### config.mk
export PLATFORM = sky130hd
export DESIGN_NAME = mem_access_unit
export DESIGN_NICKNAME = d
export VERILOG_FILES = /design/src/rtl/mem_access_pkg.sv /design/src/rtl/mem_lane_align.sv /design/src/rtl/mem_access_unit.sv
export SDC_FILE = /design/constraint.sdc
export NUM_CORES = 1
export LEC_CHECK = 0
export CAP_MARGIN = 20
export CORE_MARGIN = 1.5
export CORE_UTILIZATION = 30
export DETAILED_ROUTE_END_ITERATION = 10
export GPL_ROUTABILITY_DRIVEN = 0
export HOLD_SLACK_MARGIN = 0.08
export PLACE_DENSITY = 0.58
export SETUP_SLACK_MARGIN = 0.5
export SYNTH_ARGS = -nofsm -noshare
export SYNTH_HDL_FRONTEND = slang
export SYNTH_SLANG_ARGS = --single-unit
### constraint.sdc
create_clock -name clk -period 4.96 [get_ports clk]
set_input_delay 0.496 -clock clk [delete_from_list [all_inputs] [get_ports clk]]
set_output_delay 0.496 -clock clk [all_outputs]
set_load 0.01 [all_outputs]
### src/rtl/mem_access_pkg.sv
// ----------------------------------------------------------------------------
// mem_access_pkg: shared size encodings and FSM states | rev 1.0
// ----------------------------------------------------------------------------
`default_nettype none

package mem_access_pkg;

  localparam logic [1:0] SZ_BYTE = 2'b00;
  localparam logic [1:0] SZ_HALF = 2'b01;
  localparam logic [1:0] SZ_WORD = 2'b10;

  typedef enum logic [2:0] {
    IDLE   = 3'd0,
    LOAD   = 3'd1,
    RMW_RD = 3'd2,
    WRITE  = 3'd3,
    RESP   = 3'd4
  } state_t;

endpackage

`default_nettype wire

### src/rtl/mem_lane_align.sv
// ----------------------------------------------------------------------------
// mem_lane_align: little-endian load extract/extend and store lane merge | rev 1.0
// ----------------------------------------------------------------------------
`default_nettype none

module mem_lane_align
  import mem_access_pkg::*;
(
  input  logic [1:0]  addr_lo,
  input  logic [1:0]  size,
  input  logic        is_unsigned,
  input  logic [31:0] rword,
  input  logic [31:0] wdata,
  output logic [31:0] load_data,
  output logic [31:0] merged
);

  logic [7:0]  w_byte;
  logic [15:0] w_half;
  logic        w_sign;

  always_comb begin
    w_byte    = rword[{addr_lo, 3'b000} +: 8];
    w_half    = rword[{addr_lo[1], 4'b0000} +: 16];
    w_sign    = 1'b0;
    load_data = rword;
    merged    = wdata;
    case (size)
      SZ_BYTE: begin
        w_sign    = ~is_unsigned & w_byte[7];
        load_data = {{24{w_sign}}, w_byte};
        merged    = rword;
        merged[{addr_lo, 3'b000} +: 8] = wdata[7:0];
      end
      SZ_HALF: begin
        w_sign    = ~is_unsigned & w_half[15];
        load_data = {{16{w_sign}}, w_half};
        merged    = rword;
        merged[{addr_lo[1], 4'b0000} +: 16] = wdata[15:0];
      end
      default: begin
        load_data = rword;
        merged    = wdata;
      end
    endcase
  end

endmodule

`default_nettype wire

### src/rtl/mem_access_unit.sv
// ----------------------------------------------------------------------------
// mem_access_unit: load/store initiator for a word-organised data memory | rev 1.0
// ----------------------------------------------------------------------------
`default_nettype none

module mem_access_unit
  import mem_access_pkg::*;
#(
  parameter int MEM_SIZE = 64
) (
  input  logic        clk,
  input  logic        rst_n,
  input  logic        req_valid,
  output logic        req_ready,
  input  logic        req_write,
  input  logic [1:0]  req_size,
  input  logic        req_unsigned,
  input  logic [31:0] req_addr,
  input  logic [31:0] req_wdata,
  output logic        rsp_valid,
  input  logic        rsp_ready,
  output logic [31:0] rsp_rdata,
  output logic        rsp_err,
  output logic [31:0] mem_address,
  output logic [31:0] mem_writeData,
  output logic        mem_memWrite,
  output logic        mem_memRead,
  input  logic [31:0] mem_readData
);

  state_t      r_state;
  state_t      w_next;
  logic [1:0]  r_size;
  logic        r_unsigned;
  logic [1:0]  r_addr_lo;
  logic [31:0] r_wword;
  logic        w_accept;
  logic        w_err;
  logic [31:0] w_load;
  logic [31:0] w_merged;

  assign req_ready = rst_n && (r_state == IDLE);
  assign w_accept  = req_valid && req_ready;

  always_comb begin
    w_err = 1'b0;
    if (req_size == 2'b11)
      w_err = 1'b1;
    else if (req_size == SZ_HALF && req_addr[0])
      w_err = 1'b1;
    else if (req_size == SZ_WORD && req_addr[1:0] != 2'b00)
      w_err = 1'b1;
    else if ({2'b00, req_addr[31:2]} >= 32'(MEM_SIZE))
      w_err = 1'b1;
  end

  always_comb begin
    w_next        = r_state;
    mem_memRead   = 1'b0;
    mem_memWrite  = 1'b0;
    mem_writeData = 32'h0;
    rsp_valid     = 1'b0;
    case (r_state)
      IDLE: begin
        if (w_accept) begin
          if (w_err)                    w_next = RESP;
          else if (!req_write)          w_next = LOAD;
          else if (req_size == SZ_WORD) w_next = WRITE;
          else                          w_next = RMW_RD;
        end
      end
      LOAD: begin
        mem_memRead = 1'b1;
        w_next      = RESP;
      end
      RMW_RD: begin
        mem_memRead = 1'b1;
        w_next      = WRITE;
      end
      WRITE: begin
        mem_memWrite  = 1'b1;
        mem_writeData = r_wword;
        w_next        = RESP;
      end
      RESP: begin
        rsp_valid = 1'b1;
        if (rsp_ready) w_next = IDLE;
      end
      default: w_next = IDLE;
    endcase
  end

  // r_wword carries the store word: raw data for word stores, merged word after RMW_RD
  always_ff @(posedge clk or negedge rst_n) begin
    if (!rst_n) begin
      r_state     <= IDLE;
      r_size      <= 2'b00;
      r_unsigned  <= 1'b0;
      r_addr_lo   <= 2'b00;
      r_wword     <= 32'h0;
      mem_address <= 32'h0;
      rsp_rdata   <= 32'h0;
      rsp_err     <= 1'b0;
    end else begin
      r_state <= w_next;
      case (r_state)
        IDLE: begin
          if (w_accept) begin
            r_size      <= req_size;
            r_unsigned  <= req_unsigned;
            r_addr_lo   <= req_addr[1:0];
            r_wword     <= req_wdata;
            mem_address <= {2'b00, req_addr[31:2]};
            rsp_err     <= w_err;
            rsp_rdata   <= 32'h0;
          end
        end
        LOAD:    rsp_rdata <= w_load;
        RMW_RD:  r_wword   <= w_merged;
        default: ;
      endcase
    end
  end

  mem_lane_align u_align (
    .addr_lo     (r_addr_lo),
    .size        (r_size),
    .is_unsigned (r_unsigned),
    .rword       (mem_readData),
    .wdata       (r_wword),
    .load_data   (w_load),
    .merged      (w_merged)
  );

endmodule

`default_nettype wire

==> flow_metrics.env <==
export IMPL_status="complete, no violations"
export IMPL_p_total_mw=2.49
export IMPL_dr_wl_met3_um=1920
export IMPL_clk_pin_slew_ns=0.07
export IMPL_cts_tree="built"
export IMPL_stdcell_count=1015
export IMPL_grt_overflow=0
export IMPL_cts_buffer_depth=2
export IMPL_yosysTopAreaCellShare_pct=45.8
export IMPL_wl_met1_um=9000
export IMPL_clk_latency_ns=0.35
export IMPL_rows=49
export IMPL_critPathLaunchType="flop"
export IMPL_hold_class="in2async"
export IMPL_setup_viol=0
export IMPL_syn_inst=605
export IMPL_htree_levels=3
export IMPL_synth_edf_count=0
export IMPL_power_density_nw_per_um2=307
export IMPL_syn_cell_area_um2=5630
export IMPL_nNetsFinal=890
export IMPL_criticalPathCategory="reg2reg"
export IMPL_area_delta_synth_final_pct=44.3
export IMPL_synthXorXnorAreaFrac_pct=0
export IMPL_synthSimpleGateAreaFrac_pct=20.5
export IMPL_start_util_pct=30.9
export IMPL_antenna_found_initial=0
export IMPL_grt_usage_pct=21.5
export IMPL_hold_ws_ns=0.0933
export IMPL_max_slew_worst_pin_slew_ns=1.02
export IMPL_top_layer="met4"
export IMPL_yosys_most_used_dff="dfrtp_1"
export IMPL_boundaryPins=205
export IMPL_cts_sinks=103
export IMPL_firstDrtPassIters=6
export IMPL_yosys_mux_area_fraction_pct=6.27
export IMPL_vias=5626
export IMPL_syn_area_per_cell_um2=9.30
export IMPL_maxSlewViolCount=0
export IMPL_fin_tns_setup_ns=0
export IMPL_synthDistinctLibCells=50
export IMPL_p_leak_nw=3.41
export IMPL_post_cts_resized=0
export IMPL_diodes=0
export IMPL_dp_cells=997
export IMPL_hpwl_um=15700
export IMPL_postCtsSetupRepairBufs=0
export IMPL_dieWidth_um=140
export IMPL_skew_ns=0.0103
export IMPL_ctsHoldBuffers=0
export IMPL_drive_gt1_share_pct=6.62
export IMPL_path_max_fanout=17
export IMPL_dpl_cell_area_um2=7800
export IMPL_ir_drop_mv=0.170
export IMPL_drc=0
export IMPL_arrival_ns=3.37
export IMPL_yosys_top_cells_area="dfrtp_1, nand2_1, mux2i_1"
export IMPL_final_area_um2=8120
export IMPL_routed_via_density=5.54
export IMPL_clockRootBuffer="clkbuf_16"
export IMPL_max_freq_mhz=323
export IMPL_die_y_um=140
export IMPL_mostFrequentLayoutCell="clkdlybuf4s50_1"
export IMPL_routed_wl_um=21100
export IMPL_layout_common_cells="clkdlybuf4s50_1, nand2_1, dfrtp_1"
export IMPL_multi_input_area_um2=2810
export IMPL_fin_crit_ns=3.09
export IMPL_endpoint_kind="flop"
export IMPL_cap_violations=0
export IMPL_ant_nets=0
export IMPL_yosysWarningCount=0
export IMPL_ys_async_sr_fraction_pct=100
export IMPL_fin_crit_sh_pct=62.3
export IMPL_synth_compound_area_share_pct=21.8
export IMPL_yosysSeqAreaShare_pct=45.8
export IMPL_grt_pass1_vias=5499
export IMPL_wl_met2_um=9620
export IMPL_fillers=1752
export IMPL_rsz0062_at_grt="no"
export IMPL_die_area_um2=19600
export IMPL_core_area_um2=18200
export IMPL_cts_buffers=9
export IMPL_hold_viol=0
export IMPL_grt_pass1_wl_um=32300
export IMPL_grt_max_degree=75
export IMPL_seq_area_um2=2580
export IMPL_slew_headroom_pct=32.1
export IMPL_synth_seq_cells=103
export IMPL_yosys_area_top_type="dfrtp_1"
export IMPL_io_buffers=202
export IMPL_synth_fa_ha_area_share_pct=1.11
export IMPL_drt_iter0_markers=509
export IMPL_synth_top_family_by_area="compound AO/OA/AOI/OAI gates"
export IMPL_critPathRequiredTime_ns=5.23
export IMPL_wl_per_cell_um=20.8
cell type report:
class                      count  share of cell area, %
multi-input combinational    444                   34.6
sequential                   103                   31.7
timing repair buffer         214                   26.0
tap                          229                   3.53
clock buffer                  11                   2.99
clock inverter                 5                  0.693
inverter                       9                  0.416
cells by family (layout without fill, tap and decap cells):
kind of cell    after synthesis  after routing
compound gates              156            156
simple gates                247            247
fa+ha+maj                     5              5
buf+inv                      59            239
other cells                   1              2
flops                       103            103
mux                          34             34
power breakdown:
group	internal [mW]	total [mW]	switching, mW
logic	0.330	0.669	0.338
registers	0.948	1.08	0.137
clock network	0.406	0.740	0.334
total	1.68	2.49	0.809
registers in the layout, indices dropped and copies added, names as in the netlist:
signal / cells
rsp_rdata: 32
r_wword: 32
r_size: 2
rsp_err: 1
r_addr_lo: 2
mem_address: 30
r_state: 3
r_unsigned: 1
metal layers:
metal,GRT usage [%],up-vias
met5,0,-
met4,8.14,0
met3,5.33,38
met2,34.4,322
met1,28.2,2732
li1,-,2534
metrics by stage:
step | worst slack (ns) | utilization (%)
after detailed placement | 1.97 | 42.8
after CTS | 1.94 | 44.5
after global placement | 1.77 | 42.8
final | 1.87 | 44.6
after global routing | 1.71 | 44.6
after floorplan | 2.70 | -
critical path, cell delays in order (launching register included):
cell and delay [ns]:
dfrtp_1 0.82, inv_1 0.34, ha_1 0.40, nor4bb_1 0.60
buf_2 0.29, a221oi_1 0.10, a211o_1 0.29, a31oi_1 0.17
synthesized netlist by cell type (2+ instances only):
| master | n |
|---|---|
| ha_1 | 5 |
| buf_4 | 2 |
| a22oi_1 | 8 |
| a31oi_1 | 17 |
| nand2_1 | 123 |
| o2bb2ai_1 | 2 |
| a2bb2oi_1 | 2 |
| or3_1 | 7 |
| nand2b_1 | 11 |
| a21oi_1 | 18 |
| mux2i_1 | 24 |
| and2_1 | 33 |
| a32o_1 | 7 |
| a31o_2 | 3 |
| o221ai_1 | 8 |
| buf_1 | 4 |
| inv_1 | 9 |
| nor4_1 | 6 |
| buf_2 | 11 |
| a211o_1 | 16 |
| dfrtp_1 | 103 |
| nand3_1 | 6 |
| a221o_1 | 14 |
| o21a_1 | 2 |
| or2_2 | 2 |
| mux2_2 | 10 |
| a211oi_2 | 2 |
| nor2_1 | 41 |
| nor4bb_1 | 4 |
| clkbuf_1 | 31 |
| a221o_2 | 2 |
| nor2b_1 | 4 |
| a221oi_1 | 25 |
| o21ai_0 | 20 |
| a22o_1 | 8 |
final timing paths:
| check | startpoint | end | slack (ns) | cells past startpoint |
|---|---|---|---|---|
| max reg2reg | r_addr_lo[1] | r_wword[29] | 1.87 | 7 |
| min in group clk | mem_address[24] | mem_address[24] | 0.47 | 2 |
| min reg2reg | mem_address[24] | mem_address[24] | 0.47 | 2 |
| max in group asynchronous | rst_n | rsp_rdata[28] | 3.51 | 2 |
| max | r_addr_lo[1] | r_wword[29] | 1.87 | 7 |
| min | rst_n | mem_address[14] | 0.09 | 1 |
(Power assumes the default switching activity.)
==> RTL edit: new RTL, same flow settings <==
Encoding of `state_t`: now one-hot (5 bits for 5 states).
--- a/src/rtl/mem_access_pkg.sv
+++ b/src/rtl/mem_access_pkg.sv
@@ -10,10 +10,10 @@
   localparam logic [1:0] SZ_WORD = 2'b10;
 
-  typedef enum logic [2:0] {
-    IDLE   = 3'd0,
-    LOAD   = 3'd1,
-    RMW_RD = 3'd2,
-    WRITE  = 3'd3,
-    RESP   = 3'd4
+  typedef enum logic [4:0] {
+    IDLE   = 5'b00001,
+    LOAD   = 5'b00010,
+    RMW_RD = 5'b00100,
+    WRITE  = 5'b01000,
+    RESP   = 5'b10000
   } state_t;
 
Check against the original RTL: no difference found for any inputs over 4 cycles, from zero or initial values and one cycle with rst_n low; so few cycles prove little.
==> RTL edit against the unedited design <==
Power is 6.8% higher. Combinational power is 9.3% higher. Setup slack worse by 0.36 ns. Synthesized area is 2.0% higher. Sequential cell count is 2 higher. Design area is 2.2% higher. Non-clock buffer count is 1 lower. Wire length is 1.5% lower. Critical path type is now register to primary output. Largest cell class unchanged.
==> RTL edit: results (changes against the unedited design) <==
{| class="wikitable"
! Metric !! Value
|-
| Met2 usage || 33.6% (-0.79 points)
|-
| Global-route wire length before repair || 32.0 mm (-1.0%)
|-
| Global Route Usage Sum || 20.8% (-0.67 points)
|-
| P_int || 1.83 mW (+8.7%)
|-
| Total Nets Final || 891 (+0.11%)
|-
| Data arrival time at the worst-slack endpoint || 2.95 ns (-0.42 ns)
|-
| Post-DR vias/cell || 5.45 (-1.7%)
|-
| Largest cells by area after synthesis || dfrtp_1 (45%), nand2_1 (8.2%), mux2i_1 (4.5%), and3_1 (3.7%), a221o_1 (2.8%)
|-
| Most numerous cell types in the synthesized netlist || nand2_1 (125), dfrtp_1 (104), and3_1 (34)
|-
| Peak ir drop on the vdd network || 0.164 mV (-3.1%)
|-
| Cell leakage power || 3.65 nW (+7.0%)
|-
| Family with the most delay on the worst path || simple AND/OR/NAND/NOR gates
|-
| Arithmetic-cell share of the synthesized area counting full adders, half adders and majority gates || 1.09% (-0.022 points)
|-
| Outcome || finished, final reports clean
|-
| Metal2 WL || 9.51 mm (-1.1%)
|-
| Placed cell areas || 7910 um2 (+1.4%)
|-
| GRT met1 Usage || 27.1% (-1.1 points)
|-
| Drt first pass iters || 4 (-2)
|-
| Post-synthesis sequential area ratio || 45.8% (about the same)
|-
| Detailed placer's ending HPWL || 15.4 mm (-1.4%)
|-
| Proportion of synthesized area in mux cells || 6.88% (+0.62 points)
|-
| Placement Setup Slack || 1.88 ns (-0.0946 ns)
|-
| Number of global-route vias before repair || 5471 (-0.51%)
|-
| M1 wire length || 9.07 mm (+0.70%)
|-
| Routed wirelength normalized by instance count || 20.4 um (-2.0%)
|-
| 1st-iter DRT viols || 311 (-39%)
|-
| Pin count of the biggest net entering global routing || 56 (-25%)
|}
[RTL edit: final timing paths]
path / from / endpoint / slack (ns) / cells after the start
worst max-delay path: r_state[3] / mem_memRead / 1.51 / 4
worst max register to register: r_state[3] / rsp_rdata[27] / 1.80 / 4
max in group asynchronous: rst_n / rsp_rdata[20] / 3.58 / 2
worst min register to register: mem_address[28] / mem_address[28] / 0.48 / 2
min in group clk: mem_address[28] / mem_address[28] / 0.48 / 2
worst min-delay path: rst_n / r_wword[18] / 0.17 / 1
[RTL edit: cell type report]
cell class,count,area [um2],share of cell area (%)
Inverter,18,67.6,0.814
Tap cell,234,293,3.53
Multi-Input combinational cell,435,2840,34.2
Clock inverter,6,113,1.36
Clock buffer,10,239,2.88
Sequential cell,105,2630,31.7
Timing Repair Buffer,213,2120,25.5
[RTL edit: per-stage QoR]
step	hold slack (ns)	utilization (%)
after floorplan	0.200	-
after global placement	0.459	42.1
after detailed placement	0.461	42.1
after CTS	0.217	44.0
after global routing	0.230	44.2
final	0.168	44.2
